### src/rtl/cell_link_pkg.sv
// rtl/cell_link_pkg.sv - shared constants and state encoding for the cell-voltage fiber link
//
// Contents:
//   tx_state_t        transmitter FSM state encoding
//   DATA_BITS         payload bits per frame
//   IDLE_LEVEL        line level between frames
//   DEFAULT_BAUD_DIV  clk_50 cycles per bit at 115200 baud
//   even_parity()     parity bit that makes the total count of ones even
package cell_link_pkg;

    typedef enum logic [2:0] {
        ST_IDLE   = 3'd0,
        ST_START  = 3'd1,
        ST_DATA   = 3'd2,
        ST_PARITY = 3'd3,
        ST_STOP   = 3'd4
    } tx_state_t;

    localparam int   DATA_BITS        = 8;
    localparam logic IDLE_LEVEL       = 1'b1;
    localparam int   DEFAULT_BAUD_DIV = 434;

    function automatic logic even_parity(input logic [DATA_BITS-1:0] data);
        return ^data;
    endfunction

endpackage

### src/rtl/cell_tx_baud.sv
// rtl/cell_tx_baud.sv - bit-period counter for the cell-voltage transmitter
//
// Ports:
//   clk_50  in   clock
//   rst     in   synchronous active-high reset
//   clear   in   force the count back to 0 (state transitions, idle)
//   tick    out  high during the last cycle of a bit period (cnt == BAUD_DIV-1)
module cell_tx_baud
    import cell_link_pkg::*;
#(
    parameter int BAUD_DIV = DEFAULT_BAUD_DIV
) (
    input  logic clk_50,
    input  logic rst,
    input  logic clear,
    output logic tick
);

    logic [15:0] cnt;

    assign tick = (cnt == 16'(BAUD_DIV - 1));

    always_ff @(posedge clk_50) begin
        if (rst || clear || tick) begin
            cnt <= '0;
        end else begin
            cnt <= cnt + 16'd1;
        end
    end

endmodule

### src/rtl/cell_volt_uart_tx.sv
// rtl/cell_volt_uart_tx.sv - 8-bit serial transmitter for the cell-voltage fiber link
//
// Frame: start bit, 8 data bits LSB first, optional even parity, STOP_BITS stop bits.
// Optional feature macro: CELL_TX_PARITY_EN (adds the even-parity bit).
//
// Parameters:
//   BAUD_DIV    clk_50 cycles per bit (2..65535)
//   STOP_BITS   1 or 2
// Ports:
//   clk_50      in   clock
//   rst         in   synchronous active-high reset, aborts any frame in flight
//   tx_data     in   byte to send, captured on the handshake
//   tx_valid    in   byte offered
//   tx_ready    out  holding register empty
//   tx_line     out  registered serial output, idle high
//   busy        out  frame in progress or byte waiting in the holding register
//   frame_done  out  one-cycle pulse after the last stop bit
module cell_volt_uart_tx
    import cell_link_pkg::*;
#(
    parameter int BAUD_DIV  = DEFAULT_BAUD_DIV,
    parameter int STOP_BITS = 1
) (
    input  logic       clk_50,
    input  logic       rst,
    input  logic [7:0] tx_data,
    input  logic       tx_valid,
    output logic       tx_ready,
    output logic       tx_line,
    output logic       busy,
    output logic       frame_done
);

    localparam logic STOP_LAST = (STOP_BITS == 2);

    tx_state_t state_q, state_d;
    logic [DATA_BITS-1:0] shift_q, shift_d;
    logic [DATA_BITS-1:0] hold_q, hold_d;
    logic                 hold_full_q, hold_full_d;
    logic [2:0]           bit_cnt_q, bit_cnt_d;
    logic                 stop_cnt_q, stop_cnt_d;
    logic                 frame_done_d;
    logic                 line_d;
    logic                 load;
    logic                 tick;
    logic                 baud_clear;
`ifdef CELL_TX_PARITY_EN
    logic                 parity_q, parity_d;
`endif

    // Idle keeps the counter parked at 0 so the start bit gets a full period.
    assign baud_clear = (state_d != state_q) || (state_q == ST_IDLE);

    cell_tx_baud #(
        .BAUD_DIV (BAUD_DIV)
    ) u_baud (
        .clk_50 (clk_50),
        .rst    (rst),
        .clear  (baud_clear),
        .tick   (tick)
    );

    assign tx_ready = !hold_full_q;
    assign busy     = (state_q != ST_IDLE) || hold_full_q;

    always_comb begin
        state_d      = state_q;
        shift_d      = shift_q;
        hold_d       = hold_q;
        hold_full_d  = hold_full_q;
        bit_cnt_d    = bit_cnt_q;
        stop_cnt_d   = stop_cnt_q;
        frame_done_d = 1'b0;
        load         = 1'b0;
`ifdef CELL_TX_PARITY_EN
        parity_d     = parity_q;
`endif

        if (tx_valid && tx_ready) begin
            hold_d      = tx_data;
            hold_full_d = 1'b1;
        end

        case (state_q)
            ST_IDLE: begin
                if (hold_full_q) begin
                    load = 1'b1;
                end
            end
            ST_START: begin
                if (tick) begin
                    state_d   = ST_DATA;
                    bit_cnt_d = '0;
                end
            end
            ST_DATA: begin
                if (tick) begin
                    if (bit_cnt_q == 3'(DATA_BITS - 1)) begin
`ifdef CELL_TX_PARITY_EN
                        state_d = ST_PARITY;
`else
                        state_d = ST_STOP;
`endif
                        stop_cnt_d = 1'b0;
                    end else begin
                        bit_cnt_d = bit_cnt_q + 3'd1;
                        shift_d   = shift_q >> 1;
                    end
                end
            end
`ifdef CELL_TX_PARITY_EN
            ST_PARITY: begin
                if (tick) begin
                    state_d    = ST_STOP;
                    stop_cnt_d = 1'b0;
                end
            end
`endif
            ST_STOP: begin
                if (tick) begin
                    if (stop_cnt_q == STOP_LAST) begin
                        frame_done_d = 1'b1;
                        if (hold_full_q) begin
                            load = 1'b1;
                        end else begin
                            state_d = ST_IDLE;
                        end
                    end else begin
                        stop_cnt_d = 1'b1;
                    end
                end
            end
            default: begin
                state_d = ST_IDLE;
            end
        endcase

        // A load only happens with hold_full set, so tx_ready was low and no
        // handshake can collide with the drain on this edge.
        if (load) begin
            state_d     = ST_START;
            shift_d     = hold_q;
            hold_full_d = 1'b0;
`ifdef CELL_TX_PARITY_EN
            parity_d    = even_parity(hold_q);
`endif
        end
    end

    // The line level is decoded from the next state so the output flop
    // changes on exactly the edge the FSM crosses a bit boundary.
    always_comb begin
        line_d = IDLE_LEVEL;
        case (state_d)
            ST_START: line_d = 1'b0;
            ST_DATA:  line_d = shift_d[0];
`ifdef CELL_TX_PARITY_EN
            ST_PARITY: line_d = parity_d;
`endif
            default:  line_d = IDLE_LEVEL;
        endcase
    end

    always_ff @(posedge clk_50) begin
        if (rst) begin
            state_q     <= ST_IDLE;
            shift_q     <= '0;
            hold_q      <= '0;
            hold_full_q <= 1'b0;
            bit_cnt_q   <= '0;
            stop_cnt_q  <= 1'b0;
            frame_done  <= 1'b0;
            tx_line     <= IDLE_LEVEL;
`ifdef CELL_TX_PARITY_EN
            parity_q    <= 1'b0;
`endif
        end else begin
            state_q     <= state_d;
            shift_q     <= shift_d;
            hold_q      <= hold_d;
            hold_full_q <= hold_full_d;
            bit_cnt_q   <= bit_cnt_d;
            stop_cnt_q  <= stop_cnt_d;
            frame_done  <= frame_done_d;
            tx_line     <= line_d;
`ifdef CELL_TX_PARITY_EN
            parity_q    <= parity_d;
`endif
        end
    end

endmodule

### config.mk
export PLATFORM = sky130hd
export DESIGN_NAME = cell_volt_uart_tx
export DESIGN_NICKNAME = d
export VERILOG_FILES = /design/src/rtl/cell_link_pkg.sv /design/src/rtl/cell_tx_baud.sv /design/src/rtl/cell_volt_uart_tx.sv
export SDC_FILE = /design/constraint.sdc
export NUM_CORES = 1
export LEC_CHECK = 0
export ABC_AREA = 1
export BUFFER_PORTS_ARGS = -buffer_cell sky130_fd_sc_hd__buf_2
export CAP_MARGIN = 20
export CORE_MARGIN = 4
export CORE_UTILIZATION = 56
export CTS_BUF_LIST = sky130_fd_sc_hd__clkbuf_8
export DETAILED_ROUTE_END_ITERATION = 8
export PLACE_DENSITY_LB_ADDON = 0.05
export SLEW_MARGIN = 20
export SYNTH_ARGS = -nofsm -noshare
export SYNTH_HDL_FRONTEND = slang
export SYNTH_SLANG_ARGS = --single-unit
### constraint.sdc
create_clock -name clk_50 -period 1.5 [get_ports clk_50]
set_input_delay 0.15 -clock clk_50 [delete_from_list [all_inputs] [get_ports clk_50]]
set_output_delay 0.15 -clock clk_50 [all_outputs]
set_load 0.01 [all_outputs]
# [After elaboration in Yosys (flattened, before gate mapping)]
# Index checks and enable logic that the tools add are counted.
[word_totals] regBits=42 inputBits=11 elab_cells=72
[classes] addsub=2 reduce_logical=17 muxes=27 bitwise=2 eq_ne=14
[ops] cell="$mux 8" count=4
[ops] cell="$mux 3" count=10
[ops] cell="$add 16x1->16 const B" count=1
[ops] cell="$eq 16x9->1 const B" count=1
[ops] cell="$pmux 3 s4" count=1
[ops] cell="$mux 1" count=8
[ops] cell="$reduce_and 4->1" count=2
[ops] cell="$reduce_bool 2->1" count=4
[ops] cell="$eq 3x1->1 const B" count=2
[ops] cell="$eq 3x2->1 const B" count=2
[ops] cell="$eq 3x3->1 const B" count=2
[ops] cell="$ne 2x1->1 const B" count=3
[ops] cell="$ne 2x2->1 const B" count=3
[ops] cell="$pmux 1 s2" count=3
[ops] cell="$pmux 3 s2" count=1
[ops] cell="$logic_or 1x1->1" count=4
[ops] cell="$add 3x1->3 const B" count=1
[ops] cell="$logic_not 3->1" count=1
[ops] cell="$ne 3x3->1" count=1
[ops] cell="$reduce_and 3->1" count=1
[ops] cell="$reduce_bool 3->1" count=1
[ops] cell="$reduce_or 3->1" count=1
[ops] cell="$not 1->1" count=2
[ops] cell="$reduce_or 2->1" count=1
[ops] cell="other kinds (2)" count=2

# [Depth between registers and ports, before layout]
# Gate-level depths: netlist of the first run.
[depth] depth_word=9 depth_mapped=12

# [By module]
# A second synthesis of the first run with hierarchy kept.
[hier_totals] hier_cells=276 area_unflattened_um2=1985.7
[by_module_without_submodules] module="cell_volt_uart_tx" area_each_um2=1132.3 cells_per_inst=153 instances=1 seq_area_each_um2=500.5
[by_module_without_submodules] module="cell_tx_baud" area_each_um2=853.3 cells_per_inst=123 instances=1 seq_area_each_um2=320.3

# [Least setup slack after synthesis of the first run]
# OpenSTA, ideal clock, no wires.
[synth_path] path_type="flip-flop to flip-flop" startpoint="register u_baud.cnt[0]" endpoint="register bit_cnt_q[1]" n_path_buf=1 t_required_ns=1.382 path_slack_ns=-0.091 arrival_time_ns=1.473 setup_ns=0.118 stages_incl_launch_ff=10 cell_sequence="dfxtp_1 ha_1 inv_1 nor2_1 nand2_1 nor2_2 nand3_2 buf_2 a22oi_1 nor2_1"
[synth_between] elab_chain_len=3
[synth_rtl] element="from (decl)" line_no="cell_tx_baud.sv:19" rtl="logic [15:0] cnt;"
[synth_rtl] element="from (signal assigned)" line_no="cell_tx_baud.sv:27" rtl="cnt <= cnt + 16'd1;"
[synth_rtl] element="$eq 16x9->1 *" line_no="cell_tx_baud.sv:21" rtl="assign tick = (cnt == 16'(BAUD_DIV - 1));"
[synth_rtl] element="$ne 2x1->1 (no line)"
[synth_rtl] element="$reduce_and 4->1 (no line) *"
[synth_rtl] element="to (signal assigned)" line_no="cell_volt_uart_tx.sv:182" rtl="bit_cnt_q <= bit_cnt_d;"
[synth_rtl] element="to (decl)" line_no="cell_volt_uart_tx.sv:40" rtl="logic [2:0] bit_cnt_q, bit_cnt_d;"
# Every way passes the cells marked *; elsewhere a longest branch is shown, timed or not.
# A chain may end at the register's enable or synchronous reset.

# [Worst setup path after layout of the first run]
[layout_path] startpoint="register u_baud.cnt[15]" endpoint="register shift_q[1]"
[layout_between] elab_chain_len=5
[layout_rtl] element="$eq 16x9->1 *" line_no="cell_tx_baud.sv:21"
[layout_rtl] element="$mux 1" line_no="cell_volt_uart_tx.sv:120" rtl="if (tick) begin"
[layout_rtl] element="$pmux 1 s2" line_no="cell_volt_uart_tx.sv:84" rtl="case (state_q)"
[layout_rtl] element="$ne 2x2->1 (no line) / $reduce_bool 2->1 (equally long branches)"
[layout_rtl] element="$reduce_and 3->1 (no line)"
[layout_rtl] element="to (signal assigned)" line_no="cell_volt_uart_tx.sv:179" rtl="shift_q <= shift_d;"
[layout_rtl] element="to (decl)" line_no="cell_volt_uart_tx.sv:37" rtl="logic [DATA_BITS-1:0] shift_q, shift_d;"
# Marks and branches as above.

==> qor.csv, run 1 <==
stage,metric,value,unit
outcome,outcome,"finished, violations left",
outcome,failing checks,setup timing,
critical_path,slowest stage cell on the critical path,dfxtp_1,
timing,period utilization,1.07,
floorplan,I/O Pins,15,
critical_path,reg2reg start,u_baud.cnt[15],
layout,layout cells sized above 1,0.429,
timing,fin worst setup slack,-0.110,ns
yosys,adder-cell share of the synthesized area,0.0226,
timing,clk_skew,0.00943,ns
floorplan,DIE HEIGHT,70.9,microns
global_routing,pin count of the biggest net entering global routing,16,
yosys,Area contributors post-synth,"dfxtp_1 37%, nand2_1 13%, nor2_1 9.7%",
clock_tree,CTS tree,done,
global_routing,total congestion overflow,0,
clock_tree,"Reg clk slew, reported paths",0.09,ns
yosys,complex-gate fraction of the synthesized area,0.0695,
drt,Detailed Route Iter0 Violations,159,
layout,Syn-to-layout area delta,42.8,%
layout,flip-flop and latch area,836,sq um
drt,DR vias/cell,5.12,
yosys,Main synth FF type,dfxtp_1,
global_routing,GRT Total Usage,0.221,
pwr,Power Density,761,nW/um^2
critical_path,CP Launch Point,u_baud.cnt[15],
critical_path,nature of the critical path startpoint,flop,
place,post-DP HPWL,3670,microns
yosys,number of synthesized flops with an enable pin,0,
layout,final non-filler cell total,428,
clock_tree,Max clock buf depth,2,
critical_path,CP arrival,1.81,ns
worst_hold_path,beginning of the worst hold path,tx_data[4],
global_routing,global-route wire length before repair,8980,microns
yosys,Synth cell types,36,
run,Max Cap Viol,0,
drt,DR DRC count,0,
critical_path,most frequent CP cell,nand2_1,
yosys,sequential area share after synthesis,0.371,
floorplan,starting density of the core,0.592,
timing,Slew Limit Fails,0,
yosys,cell taking the most area after synthesis,dfxtp_1,
timing,FMAX,621,MHz
pwr,maximum vdd drop,0.653,mV
yosys,Post-Synth Simple-Gate Area,0.401,
yosys,Post-synth ARST share,0,
critical_path,Buf/Inv on CP,1,
yosys,Commonest cells post-synth,"74 x nand2_1, 57 x nor2_1, 41 x dfxtp_1",
critical_path,Top delay family on crit path,simple AND/OR/NAND/NOR gates,
global_routing,initial antenna violation count,0,
floorplan,num rows,22,
critical_path,Worst path max stage delay,0.33,ns
layout,n_diodes,0,
yosys,most numerous cell in the Yosys netlist,nand2_1,
timing,Final Hold Fails,0,
timing,RSZ-0062 raised after global routing,true,
yosys,Post-Synth XOR/XNOR Area,0.0554,
yosys,post-synth top area share,0.371,
pwr,Total Power,2.40,mW
yosys,Ys Warns,0,
floorplan,total die area,5020,sq um
critical_path,crit-path max FO,9,
worst_hold_path,Hold Path Class,in2reg,
layout,area of the multi-input gates,1420,sq um
place,gpl congestion,0.934,
critical_path,critical setup path kind,reg2reg,
yosys,largest family of logic cells by synthesized area,simple AND/OR/NAND/NOR gates,
timing,fin crit period,1.61,ns
layout,FILL cells,224,
drt,final WL,6020,microns
global_routing,number of global-route vias before repair,2032,
clock_tree,TritonCTS Sinks,41,
critical_path,worst path cell trace,nor2_1 -> nand2_1 -> nor2_2 -> nand2_4 -> a21oi_4 -> buf_12 -> nor3_4 -> nand2_1 -> nand2_1,
critical_path,R2R Setup Slk,-0.11,ns
yosys,Gate Count Post-Synth,303,
drt,drt wl/cell,14.1,microns
critical_path,crit end category,flop,
clock_tree,Skew-Pair Late Insertion Delay,0.31,ns
drt,number of detailed-route iterations in the first pass,6,
timing,worst slew pin tran,0.325,ns
place,Cells after DPL,415,
critical_path,CP required,1.70,ns
yosys,Yosys reg bits,41,
place,I/O Buffers,14,
yosys,Mapped Nets,318,
timing,Max-slew headroom,0.783,
clock_tree,root buf cell,clkbuf_8,
drt,Final ANT Viol Nets,0,
drt,via count,2191,
floorplan,core area,3740,sq um
yosys,post-synthesis mux area share,0,
yosys,mapped cell area,2210,sq um
clock_tree,H-tree depth,2,
floorplan,Die Span X,70.9,microns
yosys,synthesized area per cell,7.31,sq um
clock_tree,clock buffer count from CTS,5,
layout,Layout Nets,394,
timing,setup violators final,28,
pwr,Leak,1.34,nW
-- final cells by class --
| type | count | share of cell area |
|---|---|---|
| Clock buffer | 5 | 0.0218 |
| Sequential cell | 41 | 0.264 |
| Clock inverter | 3 | 0.0146 |
| Tap cell | 48 | 0.0190 |
| Timing Repair Buffer | 76 | 0.192 |
| Inverter | 32 | 0.0380 |
| Multi-Input combinational cell | 223 | 0.450 |
-- layer usage --
metal  track usage  vias up  wire, microns
li1              -     1100              -
met4        0.0689        0             94
met2         0.347       59           2910
met1         0.304     1024           2730
met3        0.0497        8            276
met5             0        -              0
-- path summary, 6_finish.rpt --
path	to	cells after the start
setup / recovery	shift_q[1]	9
hold / removal	hold_q[4]	3
setup reg to reg	shift_q[1]	9
hold reg to reg	shift_q[6]	2
-- power breakdown --
group / internal, mW / total (mW) / switching [mW] / leakage [nW]
sequential: 1.13 / 1.15 / 0.0263 / 0.339
combinational: 0.135 / 0.314 / 0.179 / 0.952
clock: 0.499 / 0.936 / 0.437 / 0.0543
total: 1.76 / 2.40 / 0.642 / 1.34
-- state kept, by name (all words and copies together) (netlist names) --
register	cells
hold_full_q	1
shift_q	8
hold_q	8
frame_done	1
tx_line	1
bit_cnt_q	3
u_baud.cnt	16
state_q	3
-- cell usage in the layout, fill, tap and decap left out, types with 3 or more instances in the layout --
cell type	n
buf_2	14
buf_4	53
buf_6	5
clkbuf_8	5
dfxtp_1	31
dfxtp_2	9
inv_1	21
inv_2	9
nand2_1	67
nand2_2	7
nand2_4	4
nand3_1	10
nand3_2	6
nand3_4	5
nand4_1	3
nor2_1	46
nor2_2	8
nor2_4	18
nor3_1	4
o21ai_0	10
xor2_1	13
-- worst register-to-register path, stage by stage, from the launching register on --
cell and delay, ns:
dfxtp_1 0.33, nor2_1 0.21, nand2_1 0.11, nor2_2 0.16
nand2_4 0.11, a21oi_4 0.20, buf_12 0.15, nor3_4 0.06
nand2_1 0.10, nand2_1 0.07
-- logic make-up after synthesis --
family                   count (synthesis)
flip-flops                              41
XOR/XNOR                                14
AND/OR/NAND/NOR                        182
buffers and inverters                   39
adder cells (fa/ha/maj)                  4
AO/OA/AOI/OAI                           23
-- repair_timing --
action | CTS | global route
setup buffers | 2 | 2
hold buffers | 0 | 0
resized for setup | 37 | 32
gates cloned | 1 | 0
endpoints found under the setup margin | 28 | 30
pin swaps | 9 | 15
-- through the flow --
step / worst slack [ns] / utilization / setup TNS (ns) / area, sq um / hold WS (ns)
4_1_cts: -0.0479 / 0.804 / -0.843 / 3010 / 0.0611
3_3_place_gp: -0.0854 / 0.733 / -1.53 / 2740 / 0.372
5_1_grt: -0.288 / 0.845 / -5.13 / 3160 / 0.0864
3_5_place_dp: -0.150 / 0.733 / -2.65 / 2740 / 0.381
2_1_floorplan: -0.0182 / - / -0.162 / 2230 / 0.285
6_report: -0.110 / 0.845 / -2.23 / 3160 / 0.0632
No activity file was read; power rests on OpenSTA's default activity.
==> run 2: changes to the inputs <==
ABC_CLOCK_PERIOD_IN_PS = 1500   (was default)
PLACE_DENSITY = 0.78   (was default)
PLACE_DENSITY_LB_ADDON = default   (was 0.05)
==> qor.csv, run 2 (synthesis gave the netlist of run 1 again) <==
stage,metric,value,unit,change
outcome,outcome,"finished, violations left",,
layout,Layout Nets,379,,-3.8%
clock_tree,clock buffer count from CTS,5,,unchanged
drt,final WL,7210,microns,+20%
critical_path,CP required,1.74,ns,+0.04 ns
pwr,Sw Ratio,0.249,,-0.0178
floorplan,DIE HEIGHT,70.9,microns,unchanged
worst_hold_path,Hold Path Class,in2reg,,
drt,Final ANT Viol Nets,0,,unchanged
pwr,Clk pwr share,0.424,,+0.035
floorplan,starting density of the core,0.592,,unchanged
timing,worst slew pin tran,0.363,ns,+0.0387 ns
layout,biggest regs,"u_baud.cnt x16, hold_q x8, shift_q x8",,
critical_path,R2R Setup Slk,-0.22,ns,-0.11 ns
global_routing,global-route wire length before repair,8740,microns,-2.7%
drt,drt wl/cell,17.5,microns,+24%
clock_tree,Max clock buf depth,2,,unchanged
global_routing,initial antenna violation count,0,,unchanged
timing,RSZ-0062 raised after global routing,true,,
critical_path,critical setup path kind,reg2reg,,
place,placed inst area,2580,sq um,-6.0%
floorplan,num rows,22,,unchanged
layout,Largest register FFs,16,,unchanged
clock_tree,root buf cell,clkbuf_8,,
critical_path,crit end category,flop,,
layout,final instance area,3080,sq um,-2.6%
timing,period utilization,1.15,,+0.0727
critical_path,nature of the critical path startpoint,flop,,
global_routing,total congestion overflow,0,,unchanged
critical_path,Worst path max stage delay,0.33,ns,about the same
global_routing,grt met3 use,0.0497,,unchanged
layout,Syn-to-layout area delta,39.1,%,
timing,Final Hold Slack,0.0614,ns,-0.00177 ns
global_routing,met1 global-route usage,0.289,,-0.0142
global_routing,GRT Total Usage,0.213,,-0.00816
place,Cells after DPL,393,,-5.3%
critical_path,crit-path max FO,4,,-5
pwr,combinational share of power,0.129,,-0.002
clock_tree,CTS hold repair buffers,0,,unchanged
timing,fin worst setup slack,-0.219,ns,-0.109 ns
drt,Detailed Route Iter0 Violations,312,,+96%
critical_path,slowest stage cell on the critical path,dfxtp_2,,
layout,final non-filler cell total,413,,-3.5%
drt,via count,2373,,+8.3%
pwr,P_sw,0.645,mW,+0.42%
outcome,failing checks,setup timing,,
clock_tree,Skew-Pair Late Insertion Delay,0.31,ns,about the same
run,Max Cap Viol,0,,unchanged
clock_tree,TritonCTS Sinks,41,,unchanged
floorplan,total die area,5020,sq um,unchanged
timing,setup violators final,31,,+11%
floorplan,I/O Pins,15,,unchanged
place,post-DP HPWL,3480,microns,-5.3%
critical_path,reg2reg start,u_baud.cnt[1],,
floorplan,Die Span X,70.9,microns,unchanged
layout,final core occ,0.823,,-0.0217
global_routing,pin count of the biggest net entering global routing,20,,+4
drt,DR DRC count,0,,unchanged
timing,FMAX,582,MHz,-6.3%
pwr,Flop pwr share,0.447,,-0.033
timing,Final Hold Fails,0,,unchanged
layout,FILL cells,216,,-3.6%
clock_tree,H-tree depth,2,,unchanged
critical_path,CP Launch Point,u_baud.cnt[1],,
layout,Largest Register,u_baud.cnt,,
layout,highest-count cells in the layout ignoring fill and taps,"62 x nand2_1, 46 x nor2_1, 35 x buf_4, 31 x dfxtp_1, 20 x inv_1",,
critical_path,Top delay family on crit path,simple AND/OR/NAND/NOR gates,,
pwr,P_int,1.94,mW,+10%
clock_tree,CTS tree,done,,
drt,number of detailed-route iterations in the first pass,7,,+1
timing,Max-slew headroom,0.757,,-0.0260
layout,n_diodes,0,,unchanged
place,I/O Buffers,14,,unchanged
pwr,Power Density,840,nW/um^2,+10%
critical_path,worst path cell trace,inv_2 -> ha_4 -> buf_6 -> nand2_2 -> nor2_2 -> nand2_2 -> nor2_2 -> inv_2 -> buf_12 -> nand2_4 -> o21ai_1 -> nor2_1,,
layout,layout cells sized above 1,0.427,,-0.00155
global_routing,number of global-route vias before repair,1956,,-3.7%
timing,Slew Limit Fails,0,,unchanged
layout,"most common cell after layout, fill and taps aside",nand2_1,,
critical_path,Buf/Inv on CP,4,,+3
pwr,maximum vdd drop,0.665,mV,+1.9%
critical_path,CP arrival,1.96,ns,+0.15 ns
floorplan,core area,3740,sq um,unchanged
place,gpl congestion,0.941,,+0.79%
timing,Sum Neg Setup Slack,-4.33,ns,-2.10 ns
pwr,Leak,1.31,nW,-2.9%
drt,DR vias/cell,5.75,,+12%
clock_tree,"Reg clk slew, reported paths",0.09,ns,about the same
worst_hold_path,beginning of the worst hold path,tx_data[5],,
timing,fin crit period,1.72,ns,+0.109 ns
global_routing,met2 global-route usage,0.338,,-0.00927
global_routing,GR peak layer,met2,,
timing,clk_skew,0.00972,ns,+0.000292 ns
[run 2: cell count changes in the layout (fill, tap and decap cells not counted), sizes merged]
cell,before,now
clkbuf,5,6
inv,30,31
clkinv,3,2
buf,76,60
clkinvlp,1,0
bufinv,1,2
[run 2: layout make-up]
type | instances | area [sq um] | share of cell area
clock buffer | 5 | 68.8 | 0.0223
clock inverter | 3 | 68.8 | 0.0223
inverter | 32 | 120 | 0.0390
multi-input combinational | 223 | 1420 | 0.459
sequential | 41 | 836 | 0.271
tap | 48 | 60.1 | 0.0195
timing repair buffer | 61 | 512 | 0.166
[run 2: power by group through the flow]
stage | sequential, mW | clock (mW) | combinational (mW)
2_1_floorplan | 1.17 | 0 | 0.172
3_3_place_gp | 1.18 | 0 | 0.253
3_5_place_dp | 1.18 | 0 | 0.259
4_1_cts | 1.15 | 1.09 | 0.272
5_1_grt | 1.16 | 1.16 | 0.356
6_report | 1.16 | 1.10 | 0.333
[run 2: worst paths after layout]
check        cells after the start           end
min reg2reg                      2    shift_q[6]
max reg2reg                     12  bit_cnt_q[2]
min                              3     hold_q[5]
max                             12  bit_cnt_q[2]
[run 2: stage by stage]
step / setup WS, ns / power, mW
4_1_cts: -0.0416 / 2.51
5_1_grt: -0.302 / 2.67
6_report: -0.219 / 2.59
2_1_floorplan: -0.0182 / 1.35
3_5_place_dp: -0.104 / 1.44
3_3_place_gp: -0.0566 / 1.43
[run 2: timing repair]
item | in CTS | in global routing
gates resized for setup | 28 | 46
cloned | 0 | 1
setup buffers | 2 | 9
setup endpoints to repair | 27 | 30
pin swaps | 17 | 30
[run 2: routing by layer]
layer  share of wire  vias to the layer above  routed length (microns)
li1                -                     1070                        -
met1            0.38                     1091                     2730
met2            0.47                      167                     3420
met3           0.094                       45                      679
met4           0.052                        0                      374
met5               0                        -                        0
[run 2: worst min-delay path: stages]
cell and delay (ns):
buf_2 0.07, nor2_1 0.03, nor2_1 0.08
